--- src/rtl/regfile_mp_dump_pkg.sv ---
// regfile_pkg: shared types for the multi-port register file with dump engine.
//   - default widths (data, address, read-port count)
//   - dump FSM state encoding
//   - rd_slice(): bit offset of a port's field inside a packed bus
// Optional feature macro used by the top: REGFILE_WR_BYPASS_EN.
package regfile_pkg;

  localparam int NB_DATA_DEF = 32;
  localparam int NB_ADDR_DEF = 5;
  localparam int N_READ_DEF  = 2;

  typedef enum logic {
    ST_IDLE = 1'b0,
    ST_SEND = 1'b1
  } dump_state_e;

  // Offset of field k in a bus of fields that are nb bits wide each.
  function automatic int rd_slice(input int k, input int nb);
    return k * nb;
  endfunction

endpackage

--- src/rtl/regfile_dump_fsm.sv ---
// regfile_dump_fsm: streams every register out over a valid/ready port.
// Holds the beat pointer, the FSM state and the registered beat data.
// The next register is fetched through o_rf_addr/i_rf_data and captured on
// the handshake edge, so a held beat never changes while stalled.
// Ports:
//   clk, i_reset             clock, async active-high reset
//   i_dump_start             one-cycle start request (ignored while busy)
//   i_dump_ready             consumer accepts current beat
//   o_rf_addr / i_rf_data    register-array read port (address of next beat)
//   o_dump_valid/addr/data/last/busy   beat outputs
module regfile_dump_fsm
  import regfile_pkg::*;
#(
  parameter int NB_DATA = NB_DATA_DEF,
  parameter int NB_ADDR = NB_ADDR_DEF
) (
  input  logic               clk,
  input  logic               i_reset,
  input  logic               i_dump_start,
  input  logic               i_dump_ready,
  output logic [NB_ADDR-1:0] o_rf_addr,
  input  logic [NB_DATA-1:0] i_rf_data,
  output logic               o_dump_valid,
  output logic [NB_ADDR-1:0] o_dump_addr,
  output logic [NB_DATA-1:0] o_dump_data,
  output logic               o_dump_last,
  output logic               o_dump_busy
);

  localparam logic [NB_ADDR-1:0] LAST_IDX = '1;

  dump_state_e        state, state_nxt;
  logic [NB_ADDR-1:0] ptr, ptr_nxt;
  logic [NB_DATA-1:0] data, data_nxt;
  logic               hs;

  always_ff @(posedge clk or posedge i_reset) begin
    if (i_reset) begin
      state <= ST_IDLE;
      ptr   <= '0;
      data  <= '0;
    end else begin
      state <= state_nxt;
      ptr   <= ptr_nxt;
      data  <= data_nxt;
    end
  end

  // Next beat's register; its pre-edge value is what gets captured.
  assign o_rf_addr = ptr + 1'b1;
  assign hs        = (state == ST_SEND) && i_dump_ready;

  always_comb begin
    state_nxt = state;
    ptr_nxt   = ptr;
    data_nxt  = data;
    case (state)
      ST_IDLE: begin
        if (i_dump_start) begin
          state_nxt = ST_SEND;
          ptr_nxt   = '0;
          data_nxt  = '0;  // register 0 is hard-wired zero
        end
      end
      ST_SEND: begin
        if (hs) begin
          if (ptr == LAST_IDX) begin
            state_nxt = ST_IDLE;
            ptr_nxt   = '0;
            data_nxt  = '0;
          end else begin
            ptr_nxt  = ptr + 1'b1;
            data_nxt = i_rf_data;
          end
        end
      end
      default: state_nxt = ST_IDLE;
    endcase
  end

  assign o_dump_valid = (state == ST_SEND);
  assign o_dump_busy  = (state == ST_SEND);
  assign o_dump_addr  = ptr;
  assign o_dump_data  = data;
  assign o_dump_last  = (state == ST_SEND) && (ptr == LAST_IDX);

endmodule

--- src/rtl/regfile_mp_dump.sv ---
// regfile_mp_dump: register file with N_READ combinational read ports, one
// posedge write port, hard-wired zero register and a debug dump engine.
// Macro REGFILE_WR_BYPASS_EN: when defined, a read port whose address matches
// an active same-cycle write (address != 0) returns the write data directly.
// The dump path always sees array contents only.
// Ports:
//   clk, i_reset                   clock, async active-high reset
//   i_we, i_wr_addr, i_wr_data     write port (address 0 dropped)
//   i_rd_addr, o_rd_data           packed read ports, port k at k*width
//   i_dump_start, i_dump_ready     dump control / backpressure
//   o_dump_valid/addr/data/last/busy   dump beat stream
module regfile_mp_dump
  import regfile_pkg::*;
#(
  parameter int NB_DATA = NB_DATA_DEF,
  parameter int NB_ADDR = NB_ADDR_DEF,
  parameter int N_READ  = N_READ_DEF
) (
  input  logic                      clk,
  input  logic                      i_reset,
  input  logic                      i_we,
  input  logic [NB_ADDR-1:0]        i_wr_addr,
  input  logic [NB_DATA-1:0]        i_wr_data,
  input  logic [N_READ*NB_ADDR-1:0] i_rd_addr,
  output logic [N_READ*NB_DATA-1:0] o_rd_data,
  input  logic                      i_dump_start,
  output logic                      o_dump_valid,
  input  logic                      i_dump_ready,
  output logic [NB_ADDR-1:0]        o_dump_addr,
  output logic [NB_DATA-1:0]        o_dump_data,
  output logic                      o_dump_last,
  output logic                      o_dump_busy
);

  localparam int DEPTH = 2 ** NB_ADDR;

  logic [DEPTH-1:0][NB_DATA-1:0] regs;
  logic [NB_ADDR-1:0]            dump_rf_addr;

  // Entry 0 is never written, so it stays at its reset value of zero.
  always_ff @(posedge clk or posedge i_reset) begin
    if (i_reset)
      regs <= '0;
    else if (i_we && (i_wr_addr != '0))
      regs[i_wr_addr] <= i_wr_data;
  end

  for (genvar k = 0; k < N_READ; k++) begin : g_rd
    logic [NB_ADDR-1:0] ra;
    assign ra = i_rd_addr[rd_slice(k, NB_ADDR) +: NB_ADDR];
`ifdef REGFILE_WR_BYPASS_EN
    assign o_rd_data[rd_slice(k, NB_DATA) +: NB_DATA] =
      (i_we && (i_wr_addr == ra) && (ra != '0)) ? i_wr_data : regs[ra];
`else
    assign o_rd_data[rd_slice(k, NB_DATA) +: NB_DATA] = regs[ra];
`endif
  end

  regfile_dump_fsm #(
    .NB_DATA (NB_DATA),
    .NB_ADDR (NB_ADDR)
  ) u_dump (
    .clk          (clk),
    .i_reset      (i_reset),
    .i_dump_start (i_dump_start),
    .i_dump_ready (i_dump_ready),
    .o_rf_addr    (dump_rf_addr),
    .i_rf_data    (regs[dump_rf_addr]),
    .o_dump_valid (o_dump_valid),
    .o_dump_addr  (o_dump_addr),
    .o_dump_data  (o_dump_data),
    .o_dump_last  (o_dump_last),
    .o_dump_busy  (o_dump_busy)
  );

endmodule

--- config.mk ---
export PLATFORM = sky130hd
export DESIGN_NAME = regfile_mp_dump
export DESIGN_NICKNAME = d
export VERILOG_FILES = /design/src/rtl/regfile_mp_dump_pkg.sv /design/src/rtl/regfile_dump_fsm.sv /design/src/rtl/regfile_mp_dump.sv
export SDC_FILE = /design/constraint.sdc
export NUM_CORES = 2
export LEC_CHECK = 0
export CORE_MARGIN = 2
export CORE_UTILIZATION = 45
export CTS_BUF_LIST = sky130_fd_sc_hd__clkbuf_8
export DETAILED_ROUTE_END_ITERATION = 12
export PLACE_DENSITY = 0.69
export SYNTH_ARGS = -nofsm -noshare
export SYNTH_HDL_FRONTEND = slang
export SYNTH_SLANG_ARGS = --single-unit
--- constraint.sdc ---
create_clock -name clk -period 77.5 [get_ports clk]
set_clock_uncertainty 0.15 [all_clocks]
set_input_delay 7.75 -clock clk [delete_from_list [all_inputs] [get_ports clk]]
set_output_delay 7.75 -clock clk [all_outputs]
set_load 0.005 [all_outputs]
# ---- Yosys cells after proc, flatten, opt, wreduce, memory -nomap -nowiden
# Cells that the tools add are included.
dict set report classes {
  reduce_logical 6
  muxes 21
  bitwise_logic 1
  n_eq_ne 3
  n_addsub 1
  n_lt_le_gt_ge 5
}
# cell count
set op_table {}
lappend op_table {{1024-bit bitwise mux} 1}
lappend op_table {{32-bit binary-select mux with 5-bit select} 3}
lappend op_table {{32-bit two-way mux} 7}
lappend op_table {{32-bit demux with 5-bit select} 1}
lappend op_table {{32-bit case mux with 2 select lines} 1}
lappend op_table {{5-bit by 6-bit < comparator with 1-bit output, second input constant} 4}
lappend op_table {{5-bit two-way mux} 3}
lappend op_table {{5-bit case mux with 2 select lines} 1}
lappend op_table {{5-bit by 1-bit adder with 5-bit output, second input constant} 1}
lappend op_table {{5-bit equality test, second input constant} 1}
lappend op_table {{5-bit by 1-bit >= comparator with 1-bit output, second input constant} 1}
lappend op_table {{5-bit nonzero test} 1}
lappend op_table {{1-bit logical AND} 4}
lappend op_table {{2-bit inequality test, second input constant} 2}
lappend op_table {{1-bit two-way mux} 3}
lappend op_table {{1-bit case mux with 2 select lines} 1}
lappend op_table {{2-bit AND reduction} 1}
lappend op_table {{1-bit inverter} 1}
dict set report word_totals {
  word_cells 72
  in_bits 52
  register_bits 1062
  out_inout_bits 104
}

# ---- Depth between registers and ports, before layout
dict set report depth {
  depth_word 6
  depth_mapped 10
}

# ---- Hierarchy
# Synthesis repeated with hierarchy kept, for this count alone.
dict set report unflattened {
  hier_cells 5890
  area_unflattened_um2 66243.5
}
# mod cells_per_inst area_each_um2 instances seq_area_each_um2
set by_module_without_submodules {}
lappend by_module_without_submodules {regfile_mp_dump 5760 64728.3 1 25624.6}
lappend by_module_without_submodules {regfile_dump_fsm 130 1515.2 1 950.9}

# ---- Worst setup path before layout
# Ideal clock, no wire load.
dict set report synth_path {
  path_type {input to output}
  startpoint {in i_rd_addr[5]}
  endpoint {out o_rd_data[38]}
  required_time_ns 69.600
  path_stages 5
  arrival_time_ns 9.690
  path_slack_ns 59.910
  path_cell_list {buf_2 buf_1 mux4_2 mux4_2 mux2_2}
}
dict set report synth_between {
  elab_chain_cells 2
}
# element line_no
set synth_rtl {}
lappend synth_rtl {{start, declared} regfile_mp_dump.sv:24} ;# input logic [N_READ*NB_ADDR-1:0] i_rd_addr,
lappend synth_rtl {{32-bit binary-select mux with 5-bit select} regfile_mp_dump.sv:55} ;# assign o_rd_data[rd_slice(k, NB_DATA) +: NB_DATA] = regs[ra];
lappend synth_rtl {{32-bit two-way mux (not written as such)} regfile_mp_dump.sv:55}
lappend synth_rtl {{end, declared} regfile_mp_dump.sv:25} ;# output logic [N_READ*NB_DATA-1:0] o_rd_data,
# No other way between the ends. The select of a mux whose other input is x is not followed.

# ---- Worst setup path in the final report
dict set report layout_path {
  startpoint {in i_rd_addr[0]}
  endpoint {out o_rd_data[15]}
}
# The elaborated chain is that of the path after synthesis.

==> run metrics <==
DRC=0; sw frac=about a third; total power after layout=2040 µW; largest area contributor in the synthesized netlist=dfrtp_1; r2r worst-path depth=7; largest net degree at the start of global routing=~170; Boundary Pins=approximately 160; ys async rst share=100%; Post-CTS Setup Inserts=0; layout cell share with drive strength beyond 1=a little under three fifths; Worst-Margin Slew=approximately 1200 ps; Hold Crit Depth=0; die height=approximately 380 µm; worst hold endpoint=regs[2]; synth warn=0; Die W=between 300 and 400 µm; Top FF cell, synth=dfrtp_1; CP arrival=11,700 ps; post-route antenna net violation count=0; GP Congestion=0.796; Max clock buf depth=3; TritonCTS Sinks=roughly 1,100; Mapped Avg Cell Area=roughly 16 µm²; Fin. Hold Viols=0; starting density of the core=between 40% and 50%; synth unique cells=34; most common cell after layout, fill and taps aside=dfrtp_1; Inst Count DP=between 5,000 and 6,000; htree depth=4; DIE AREA=144,000 µm²; initial drt markers=between 5,000 and 6,000; Inserted Clock Buffers=176; GR Layer Usage met2=about two fifths; first-pass GRT wire length=about 300 mm; Hold Crit Class=flop to flop; Critical Path Start Type=input pin; Post-synth EDFFs=0; CP required=around 70,000 ps; Resized cells post-CTS=0; unrepaired setup endpoints after global routing=false; Layout area overhead=10.1%; detailed-route wire length per cell=about 34 µm; GRT Max-Usage Layer=met2; routing usage on met1=40.3%; via count=41,800; final setup vio count=0; hold_sp=regs[2]; cell internal pwr=1340 µW; Seq cells post-synth=around 1,100; status=finished, final reports clean; CP Max Fanout=53; Nets=around 4,000; Clk Latency, worst-skew pair=around 900 ps; Relative slew margins=18.8%; detailed-router iteration count before antenna repair=6; final HPWL from detailed placement=between 100 and 150 mm; GRT Util Overall=between 20% and 30%; root buffer cell=clkbuf_8; FF-to-FF Start=u_dump.o_dump_addr[0]; Slew Limit Fails=0; Clock Power Share=between 20% and 30%; port bufs=roughly 160; Comb power frac=around 36%; Final Util=50.0%; Rows=~140; max_cap viols=0; final worst-path cycle share=approximately 25%; FMAX=0.0510 GHz; WL final=between 200 and 250 mm; cells after synthesis=around 4,000; Hold Worst Slack=roughly 270 ps; fin cells=5,998; DR vias/cell=approximately 7; CORE AREA=between 100,000 and 150,000 µm²; vias in the first global route=around 42,000; most frequent cells in the layout=dfrtp_1 (1,061), mux2_2 (1,057), mux4_2 (832); CTS tree=yes; Hold-fix buffers, CTS=0; M3 GR Usage=under 10%; crit end category=output pin; IR drop worst, VDD=approximately 29 µV; clk slew on worst S/H paths=about 60 ps; synthesized area=roughly 64,000 µm²; Setup TNS=0 ps; WS Path Type=input pin to output pin; minimum clock period=19,600 ps; initial antenna violation count=12; RR Endpoint=u_dump.o_dump_data[0]; Seq/Total Area, Yosys=between 40% and 50%; share of Yosys cell area claimed by the top area cell type=41.8%; net switching power=~700 µW; Mapped Nets=around 4,100; PwrDens=approximately 29 nW/µm²; largest cells by area after synthesis=dfrtp_1 (42%), mux4_2 (29%), mux2_2 (19%), mux2i_1 (2.5%), clkbuf_1 (1.5%); Remaining Overflow, GRT=0; part of the power in registers=roughly two fifths; setup slack, reg-to-reg=72,730 ps; Pleak=0.0291 µW
-- area by class of cell --
type / count / area, µm²
Timing Repair Buffer: 227 / 2140
Fill cell: 11800 / 69900
Multi-Input combinational cell: 2510 / 35200
Inverter: 1 / 11.3
Clock buffer: 228 / 3140
Clock inverter: 88 / 542
Antenna cell: 6 / 15.0
Tap cell: 1876 / 2350
Sequential cell: 1062 / 26600
-- flip-flops by register name, indices dropped and copies added, names as in the netlist --
register / cells
u_dump.o_dump_busy: 1
regs: 1024
u_dump.o_dump_data: 32
u_dump.o_dump_addr: 5
-- metrics by stage --
stage	instance area, µm²	setup WS (ps)
floorplan	63600	39710
global placement	66300	57840
detailed placement	66300	57810
CTS	69900	57810
global route	70000	57610
finish	70000	57900
-- worst max path at each step --
stage,from,to,slack [ps],cells past startpoint
2_1_floorplan,i_reset,regs[0],39710,1
3_3_place_gp,i_rd_addr[0],o_rd_data[15],57840,7
3_5_place_dp,i_rd_addr[0],o_rd_data[15],57810,7
4_1_cts,i_rd_addr[0],o_rd_data[15],57810,7
5_1_grt,i_rd_addr[0],o_rd_data[15],57610,7
6_report,i_rd_addr[0],o_rd_data[15],57900,7
-- cell families after synthesis --
| kind of cell | share of synthesized area (%) |
|---|---|
| compound gates | 2.39 |
| flops | 41.8 |
| xor+xnor | 0.0413 |
| buf+inv | 3.34 |
| simple gates | 1.64 |
| mux | 50.7 |
| fa+ha+maj | 0.0394 |
-- critical path, cell delays in order --
cell and delay (ps):
buf_8 470, buf_4 670, buf_4 740, mux4_2 600, mux4_2 510, mux2_2 300, clkdlybuf4s50_1 460
-- power by group through the flow --
stage                     logic [µW]  registers, µW  clock network, µW
after detailed placement         725            785                  0
after CTS                        728            775                530
final                            732            781                523
after global placement           716            777                  0
after floorplan                  532            745                  0
after global routing             771            795                554
-- cell usage after synthesis (21+ instances only) --
master	count
a21oi_1	32
clkbuf_1	256
a32o_1	32
dfrtp_1	1062
mux2_2	1057
a32oi_1	32
buf_2	136
mux4_2	832
nor2_1	21
nand2_1	211
mux2i_1	161
a22oi_1	95
buf_1	70
-- metal layers --
layer	wire [µm]	up-vias
li1	-	16000
met4	8830	8
met3	20800	475
met2	91300	2421
met5	48	-
met1	83200	22800
Power figures use the tool's default switching activity.
